[src/rtl/imem_responder_pkg.sv]
// imem_pkg: shared FSM state type and word constants for the instruction-memory responder.
package imem_pkg;
  typedef enum logic [1:0] {IDLE = 2'd0, WAIT = 2'd1, RESP = 2'd2} state_t;
  localparam logic [31:0] NOP_WORD = 32'h0;
  localparam int unsigned WORD_BYTES = 4;
endpackage

[src/rtl/imem_wait_counter.sv]
// imem_wait_counter: loadable down-counter that flags done when it reaches zero.
module imem_wait_counter #(
  parameter int W = 4
) (
  input  logic         clk_i,
  input  logic         rst_i,
  input  logic         load_i,
  input  logic [W-1:0] value_i,
  input  logic         en_i,
  output logic         done_o
);
  logic [W-1:0] cnt_q;
  always_ff @(posedge clk_i or negedge rst_i)
    if (!rst_i) cnt_q <= '0;
    else if (load_i) cnt_q <= value_i;
    else if (en_i && cnt_q != '0) cnt_q <= cnt_q - 1'b1;
  assign done_o = cnt_q == '0;
endmodule

[src/rtl/imem_responder.sv]
// imem_responder: handshaked instruction-fetch responder with wait states and a preload port.
// Define IMEM_RESPONDER_ERR_CHECK_EN to flag misaligned/out-of-range fetches and drop out-of-range preloads.
import imem_pkg::*;
module imem_responder #(
  parameter int DEPTH_WORDS = 32,
  parameter int WAIT_CYCLES = 2
) (
  input  logic        clk_i,
  input  logic        rst_i,
  input  logic        req_i,
  input  logic [31:0] addr_i,
  output logic        ready_o,
  output logic        valid_o,
  output logic [31:0] instr_o,
  output logic        err_o,
  input  logic        ready_i,
  input  logic        load_en_i,
  input  logic [31:0] load_addr_i,
  input  logic [31:0] load_data_i
);
  localparam int AW = $clog2(DEPTH_WORDS);
  localparam logic [31:0] LIMIT = 32'(DEPTH_WORDS * WORD_BYTES);
  localparam logic [3:0] WLOAD = 4'(WAIT_CYCLES > 0 ? WAIT_CYCLES - 1 : 0);
  state_t state_q, state_d;
  logic [31:0] addr_q, rd_addr, instr_q, instr_d;
  logic err_q, err_d, rd_err, wr_ok, enter_resp, cnt_done, unused_bits;
  logic [31:0] mem_q [DEPTH_WORDS];
  imem_wait_counter #(.W(4)) u_cnt (
    .clk_i  (clk_i),
    .rst_i  (rst_i),
    .load_i (state_q == IDLE && req_i && WAIT_CYCLES > 0),
    .value_i(WLOAD),
    .en_i   (state_q == WAIT),
    .done_o (cnt_done)
  );
  always_comb begin
    state_d = state_q;
    case (state_q)
      IDLE:    state_d = req_i ? (WAIT_CYCLES > 0 ? WAIT : RESP) : IDLE;
      WAIT:    state_d = cnt_done ? RESP : WAIT;
      RESP:    state_d = ready_i ? IDLE : RESP;
      default: state_d = IDLE;
    endcase
  end
  // With zero wait states the read happens on the accepting edge, so use the live address.
  assign rd_addr = (state_q == IDLE) ? addr_i : addr_q;
`ifdef IMEM_RESPONDER_ERR_CHECK_EN
  assign rd_err = (rd_addr[1:0] != 2'b00) || (rd_addr >= LIMIT);
  assign wr_ok  = load_addr_i < LIMIT;
`else
  assign rd_err = 1'b0;
  assign wr_ok  = 1'b1;
`endif
  assign unused_bits = ^{rd_addr, load_addr_i};
  assign enter_resp = (state_d == RESP) && (state_q != RESP);
  assign instr_d = enter_resp ? (rd_err ? NOP_WORD : mem_q[rd_addr[2 +: AW]]) : instr_q;
  assign err_d = enter_resp ? rd_err : err_q;
  always_ff @(posedge clk_i or negedge rst_i)
    if (!rst_i) begin
      state_q <= IDLE;
      addr_q  <= '0;
      instr_q <= NOP_WORD;
      err_q   <= 1'b0;
    end else begin
      state_q <= state_d;
      addr_q  <= (state_q == IDLE && req_i) ? addr_i : addr_q;
      instr_q <= instr_d;
      err_q   <= err_d;
    end
  // Storage is not reset; a write on the read edge lands after the registered read.
  always_ff @(posedge clk_i)
    if (load_en_i && wr_ok) mem_q[load_addr_i[2 +: AW]] <= load_data_i;
  assign ready_o = state_q == IDLE;
  assign valid_o = state_q == RESP;
  assign instr_o = instr_q;
  assign err_o   = err_q;
endmodule

[config.mk]
export PLATFORM = sky130hd
export DESIGN_NAME = imem_responder
export DESIGN_NICKNAME = d
export VERILOG_FILES = /design/src/rtl/imem_responder_pkg.sv /design/src/rtl/imem_wait_counter.sv /design/src/rtl/imem_responder.sv
export SDC_FILE = /design/constraint.sdc
export NUM_CORES = 1
export LEC_CHECK = 0
export CAP_MARGIN = 25
export CORE_ASPECT_RATIO = 0.5
export CORE_UTILIZATION = 40
export CTS_CLUSTER_SIZE = 25
export DETAILED_ROUTE_END_ITERATION = 6
export GPL_TIMING_DRIVEN = 0
export HOLD_SLACK_MARGIN = 0.08
export PLACE_DENSITY = 0.58
export SLEW_MARGIN = 10
export SYNTH_ARGS = -nofsm -noshare
export SYNTH_HDL_FRONTEND = slang
export SYNTH_SLANG_ARGS = --single-unit
[constraint.sdc]
create_clock -name clk_i -period 3.2 [get_ports clk_i]
set_clock_uncertainty 0.2 [all_clocks]
set_input_delay 0.32 -clock clk_i [delete_from_list [all_inputs] [get_ports clk_i]]
set_output_delay 0.32 -clock clk_i [all_outputs]
set_load 0.05 [all_outputs]
==> impl_metrics.ini, run 1 <==
[run_status]
outcome = finished clean

[drt]
wire_per_inst_um = 28.3
dr_total_vias = 23300
routed_via_density = 5.80
routed_wl_um = 113000
ant_nets = 0
first_pass_iters = 6
drcViolationCount = 0
initialDrtViolationCount = 2929

[die]
coreArea_um2 = 101000
ioPinCount = 136
start_util = 0.406
die_h_um = 228
die-width_um = 454
die_area_um2 = 104000
rows = 82

[cts]
cts_tree = yes
clk_pin_slew_ns = 0.06
clock_latency_ns = 0.68
cts_num_sinks = 1067
clock_path_buffers = 3
cts_root_buffer = clkbuf_16
htree_levels = 3
numCtsBuffers = 99

[setup_path]
r2r_start = state_q[0]$_DFF_PN0_
cpMostUsedCell = clkbuf_2
crit_chain = or2_1, buf_2, a31oi_2, clkbuf_2, clkbuf_2, o221ai_1, a22oi_1, o211ai_1
crit_type = register to register
start_kind = register
critPathMaxFanout = 10
ff2ff_setup_slack_ns = 0.002
critPathRequiredTime_ns = 3.50
endpoint_kind = register
r2r-end = instr_o[16]$_DFFE_PN0P_
max_stage_delay_ns = 0.42
cp_data_arrival_time_ns = 3.50
cpMaxStageDelayCell = clkbuf_2
worstRegToRegCells = 8

[global_routing]
antenna_found_initial = 2
grt_max_degree = 44
grt_pass1_wl_um = 162000
grt_pass1_vias = 22300
overflow = 0
grt_usage = 0.218

[power]
vdd_drop_max_mv = 0.460
p_total_mw = 43.7
power_leakage_nw = 16.3
cellPowerDensity_nw_per_um2 = 901

[logic_synthesis]
synth-main-ff-cell = edfxtp_1
synth-seq-area-share = 0.778
syn_inst = 2322
synth_area_leaders = edfxtp_1 75%, mux2i_1 5.7%, mux4_2 3.5%
synth_area_leader_cell = edfxtp_1
syn-num-nets = 2425
yosysUniqueCellTypes = 47
yosysWarnings = 0
syn_area_per_cell_um2 = 17.6
synth_top_area_frac = 0.752
synthArstFlopShare = 0.0403
synth-seq-cells = 1067
synth_edf_count = 1024
syn_area_um2 = 40900

[cells_and_area]
layout_commonest_cell = edfxtp_1
mostFrequentLayoutCells = 1024 x edfxtp_1, 317 x nand2_1, 234 x mux2i_1
fin_nets = 2683
syn2layout_area_growth_pct = 18.5
drive_gt1_frac = 0.169

[placement]
hpwl_um = 75700
port_buffers = 80
gp_congestion = 0.819
pre_cts_ws_ns = -0.929

[sta]
drv_slew = 0
hold_viol_final = 0
fmax_ghz = 0.313
setup_slack_ns = 0.00243
finalSetupViolCount = 0
worst_pin_slew_ns = 1.13
period_share = 0.999
slew_headroom = 0.243
fin_crit_ns = 3.20

[job]
cap_violations = 0

[min_path]
hold_class = input port to asynchronous set/reset pin
[metrics by stage]
step                cell area [um2]  hold WS (ns)  utilization  setup TNS, ns  cells
floorplan                     40900        -0.176            -              0   2322
global placement              43400         0.292        0.431       -1884.22   3746
detailed placement            44700         0.271        0.444         -53.29   3799
CTS                           48100        0.0841        0.478       -0.00392   3988
global route                  48500         0.133        0.481      -0.000297   4006
finish                        48500        0.0891        0.481              0   4006
[layer usage]
| layer | routed length [um] | track usage | part of all wire |
|---|---|---|---|
| met3 | 10200 | 0.0421 | 0.090 |
| met4 | 3180 | 0.0610 | 0.028 |
| met2 | 49700 | 0.320 | 0.44 |
| met5 | 0 | 0 | 0 |
| met1 | 50100 | 0.330 | 0.44 |
[power breakdown]
part	internal (mW)	switching, mW
registers	15.7	0.334
clock network	6.38	5.10
logic	5.64	10.5
[area by class of cell]
cell class	instances	area, um2
clock buffers	127	2680
multi-input cells	1106	8750
flip-flops and latches	1067	31800
plain buffers	143	881
well taps	1344	1680
diodes	2	5.00
clock inverters	54	420
inverters	6	22.5
fillers	8359	52300
repair buffers	157	2220
[cell usage after synthesis, drive strengths merged (6+ instances only)]
master	n
o211ai	32
a32oi	10
a21oi	26
dfrtp	43
inv	6
mux2	6
buf	66
a22oi	33
mux4	64
nand3b	7
a222oi	32
nand3	81
nand4	23
nor2	36
nand2	318
mux2i	234
clkbuf	77
a31oi	73
a22o	31
o221ai	64
edfxtp	1024
[timing repair]
| action | CTS | global route |
|---|---|---|
| hold endpoints to repair | 48 | 0 |
| setup buffers | 3 | 0 |
| hold buffers | 5 | 0 |
| resized for setup | 75 | 53 |
| endpoints found under the setup margin | 32 | 31 |
| pin swaps | 4 | 9 |
[state kept, by name, indices dropped and copies added, names as in the netlist]
register	flops
addr_q	5
instr_o	32
mem_q	1024
state_q	2
u_cnt.cnt_q	4
[worst max path at each step]
stage,start,to,slack (ns),cells after the start
finish,state_q[0]$_DFF_PN0_,instr_o[16]$_DFFE_PN0P_,0.002,8
global route,u_cnt.cnt_q[0]$_DFFE_PN0P_,instr_o[15]$_DFFE_PN0P_,-0.0003,8
CTS,state_q[1]$_DFF_PN0_,instr_o[5]$_DFFE_PN0P_,-0.004,11
detailed placement,addr_i[4],instr_o[0]$_DFFE_PN0P_,-0.93,8
global placement,load_en_i,mem_q[24][11]$_DFFE_PP_,-2.52,4
floorplan,load_addr_i[3],mem_q[12][0]$_DFFE_PP_,0.25,3
[critical path, delay by kind of cell, from the launching register on]
kind	cells	cell delay (ns)
flops	1	0.40
simple gates	1	0.23
compound gates	4	1.16
buf+inv	3	1.02
[cell families after synthesis]
kind of cell,after synthesis,share of synthesized area
flops,1067,0.778
simple gates,488,0.0514
compound gates,309,0.0581
mux,304,0.0941
buf+inv,149,0.0173
fa+ha+maj,2,0.000612
xor+xnor,2,0.000428
other cells,1,0.0000917
(Power assumes the default switching activity.)
==> run 2: changes to the inputs <==
--- a/config.mk
+++ b/config.mk
@@ -10,7 +10,6 @@
 export CORE_UTILIZATION = 40
 export CTS_CLUSTER_SIZE = 25
 export DETAILED_ROUTE_END_ITERATION = 6
-export GPL_TIMING_DRIVEN = 0
 export HOLD_SLACK_MARGIN = 0.08
 export PLACE_DENSITY = 0.58
 export SLEW_MARGIN = 10
==> constraint.sdc (replaced) <==
create_clock -name clk_i -period 3.2 [get_ports clk_i]
set_clock_uncertainty 0.2 [all_clocks]
set_input_delay 0.64 -clock clk_i [delete_from_list [all_inputs] [get_ports clk_i]]
set_output_delay 0.64 -clock clk_i [all_outputs]
set_load 0.05 [all_outputs]
==> run 2 against run 1 <==
  * Wire length fell by 1.7%
  * Fmax up 3.2%
  * Clock power about the same
  * Via count shrank 1.4%
  * Critical path depth shrank 5
  * Design area grew 1.2%
  * Worst setup slack gained 0.10 ns
  * Sequential share of layout area down 0.75 points
  * Worst hold slack improved by 0.15 ns
  * Critical endpoint is now valid_o
  * Largest power group unchanged
  * Highest routed layer unchanged
==> impl_metrics.ini, run 2 (same netlist as run 1, synthesis figures left out) <==
[setup_path]
endpoint_kind = output port
cp_num_buf_inv = 2
critPathRequiredTime_ns = 2.36
max_stage_delay_ns = 0.79
cpMaxStageDelayCell = clkdlybuf4s50_1
crit_chain = nand2b_1, inv_1, clkdlybuf4s50_1
crit_type = register to output port
crit_family = buffers and inverters
critPathMaxFanout = 12
start_kind = register
cp_data_arrival_time_ns = 2.26

[cells_and_area]
fin_nets = 2704
final_cells = 4023
diodes = 0
fill_cells = 8359
layout_commonest_cell = edfxtp_1
largest_register_ffs = 1024
mostFrequentLayoutCells = 1024 x edfxtp_1, 316 x nand2_1, 234 x mux2i_1
drive_gt1_frac = 0.189
seqCellArea_um2 = 31800
syn2layout_area_growth_pct = 19.9
multi_input_area_um2 = 8730

[sta]
rsz0062_at_grt = no
fin_crit_ns = 3.10
finalSetupViolCount = 0
drv_slew = 0
fmax_ghz = 0.323
slew_headroom = 0.361
whs_ns = 0.239
period_share = 0.968
worst_pin_slew_ns = 0.955
hold_viol_final = 0

[drt]
drcViolationCount = 0
wl_met1_um = 49700
dr_total_vias = 22900
first_pass_iters = 6
routed_wl_um = 111000
wire_per_inst_um = 27.7
ant_nets = 0
routed_via_density = 5.70
initialDrtViolationCount = 2639
route.met3.wl_um = 8110
top_layer_used = met4
wl_met2_um = 50800

[power]
p_total_mw = 43.5
cellPowerDensity_nw_per_um2 = 886
vdd_drop_max_mv = 0.633
power_leakage_nw = 16.6

[global_routing]
grt_pass1_wl_um = 160000
grt_max_degree = 36
antenna_found_initial = 0
grt_usage = 0.215
grt_pass1_vias = 22800
overflow = 0

[placement]
gp_congestion = 0.790
port_buffers = 80
hpwl_um = 65200
dp.cells = 3845

[cts]
clock_path_buffers = 3
cts_tree = yes
cts_num_sinks = 1067
clock_latency_ns = 0.69
numCtsBuffers = 97
cts_root_buffer = clkbuf_16
htree_levels = 3
clk_pin_slew_ns = 0.07

[min_path]
hold_class = input port to asynchronous set/reset pin

[die]
start_util = 0.406
die_h_um = 228
rows = 82
ioPinCount = 136
die_area_um2 = 104000
die-width_um = 454
coreArea_um2 = 101000

[job]
cap_violations = 0

[run_status]
outcome = finished clean
-- run 2: changes by cell type in the layout (fill, tap and decap cells not counted), moves of 9 or more --
cell / delta
a22oi_2: -14
buf_2: -26
buf_8: -35
clkinv_1: -11
buf_6: -11
buf_4: +145
a22oi_1: +14
buf_12: +51
clkbuf_4: -9
clkbuf_2: -39
clkbuf_1: -31
buf_16: -14
-- run 2: per-layer routing --
metal  global-route usage  vias up
li1                     -     9886
met1                0.314    12000
met2                0.332      871
met3               0.0393      163
met4               0.0590        0
met5                    0        -
-- run 2: metrics by stage --
step	TNS [ns]	util	area, um2	setup slack (ns)
after floorplan	-18.03	-	40900	-0.0741
after global placement	-5.15	0.455	45900	-0.280
after detailed placement	-5.76	0.455	45900	-0.312
after CTS	0	0.487	49000	0.0655
after global routing	0	0.487	49000	0.0169
final	0	0.487	49000	0.102
-- run 2: timing repair --
item                                    in CTS  in global routing
hold buffers                                 1                  0
resized for setup                            1                  0
endpoints found under the hold margin        8                  0
endpoints found under the setup margin       1                  0
setup buffers                                0                  0
-- run 2: power breakdown --
group | switching [mW] | leakage (nW) | internal, mW
clock network | 5.08 | 1.56 | 6.66
registers | 0.378 | 9.76 | 15.7
logic | 9.08 | 5.32 | 6.55
-- run 2: area by class of cell --
| class | instances | area share |
|---|---|---|
| Sequential cell | 1067 | 0.649 |
| Tap cell | 1344 | 0.0343 |
| Clock buffer | 131 | 0.0553 |
| Timing Repair Buffer | 323 | 0.0736 |
| Inverter | 6 | 0.000459 |
| Clock inverter | 46 | 0.00952 |
| Multi-Input combinational cell | 1106 | 0.178 |
-- run 2: final timing paths --
check / startpoint / to / slack [ns] / depth (start not counted)
max: state_q[0]$_DFF_PN0_ / valid_o / 0.10 / 3
min: rst_i / instr_o[0]$_DFFE_PN0P_ / 0.24 / 2
max reg2reg: state_q[0]$_DFF_PN0_ / instr_o[15]$_DFFE_PN0P_ / 0.24 / 9
min reg2reg: u_cnt.cnt_q[0]$_DFFE_PN0P_ / u_cnt.cnt_q[0]$_DFFE_PN0P_ / 0.31 / 1
max in group asynchronous: rst_i / instr_o[28]$_DFFE_PN0P_ / 1.76 / 3
min in group clk_i: u_cnt.cnt_q[0]$_DFFE_PN0P_ / u_cnt.cnt_q[0]$_DFFE_PN0P_ / 0.31 / 1
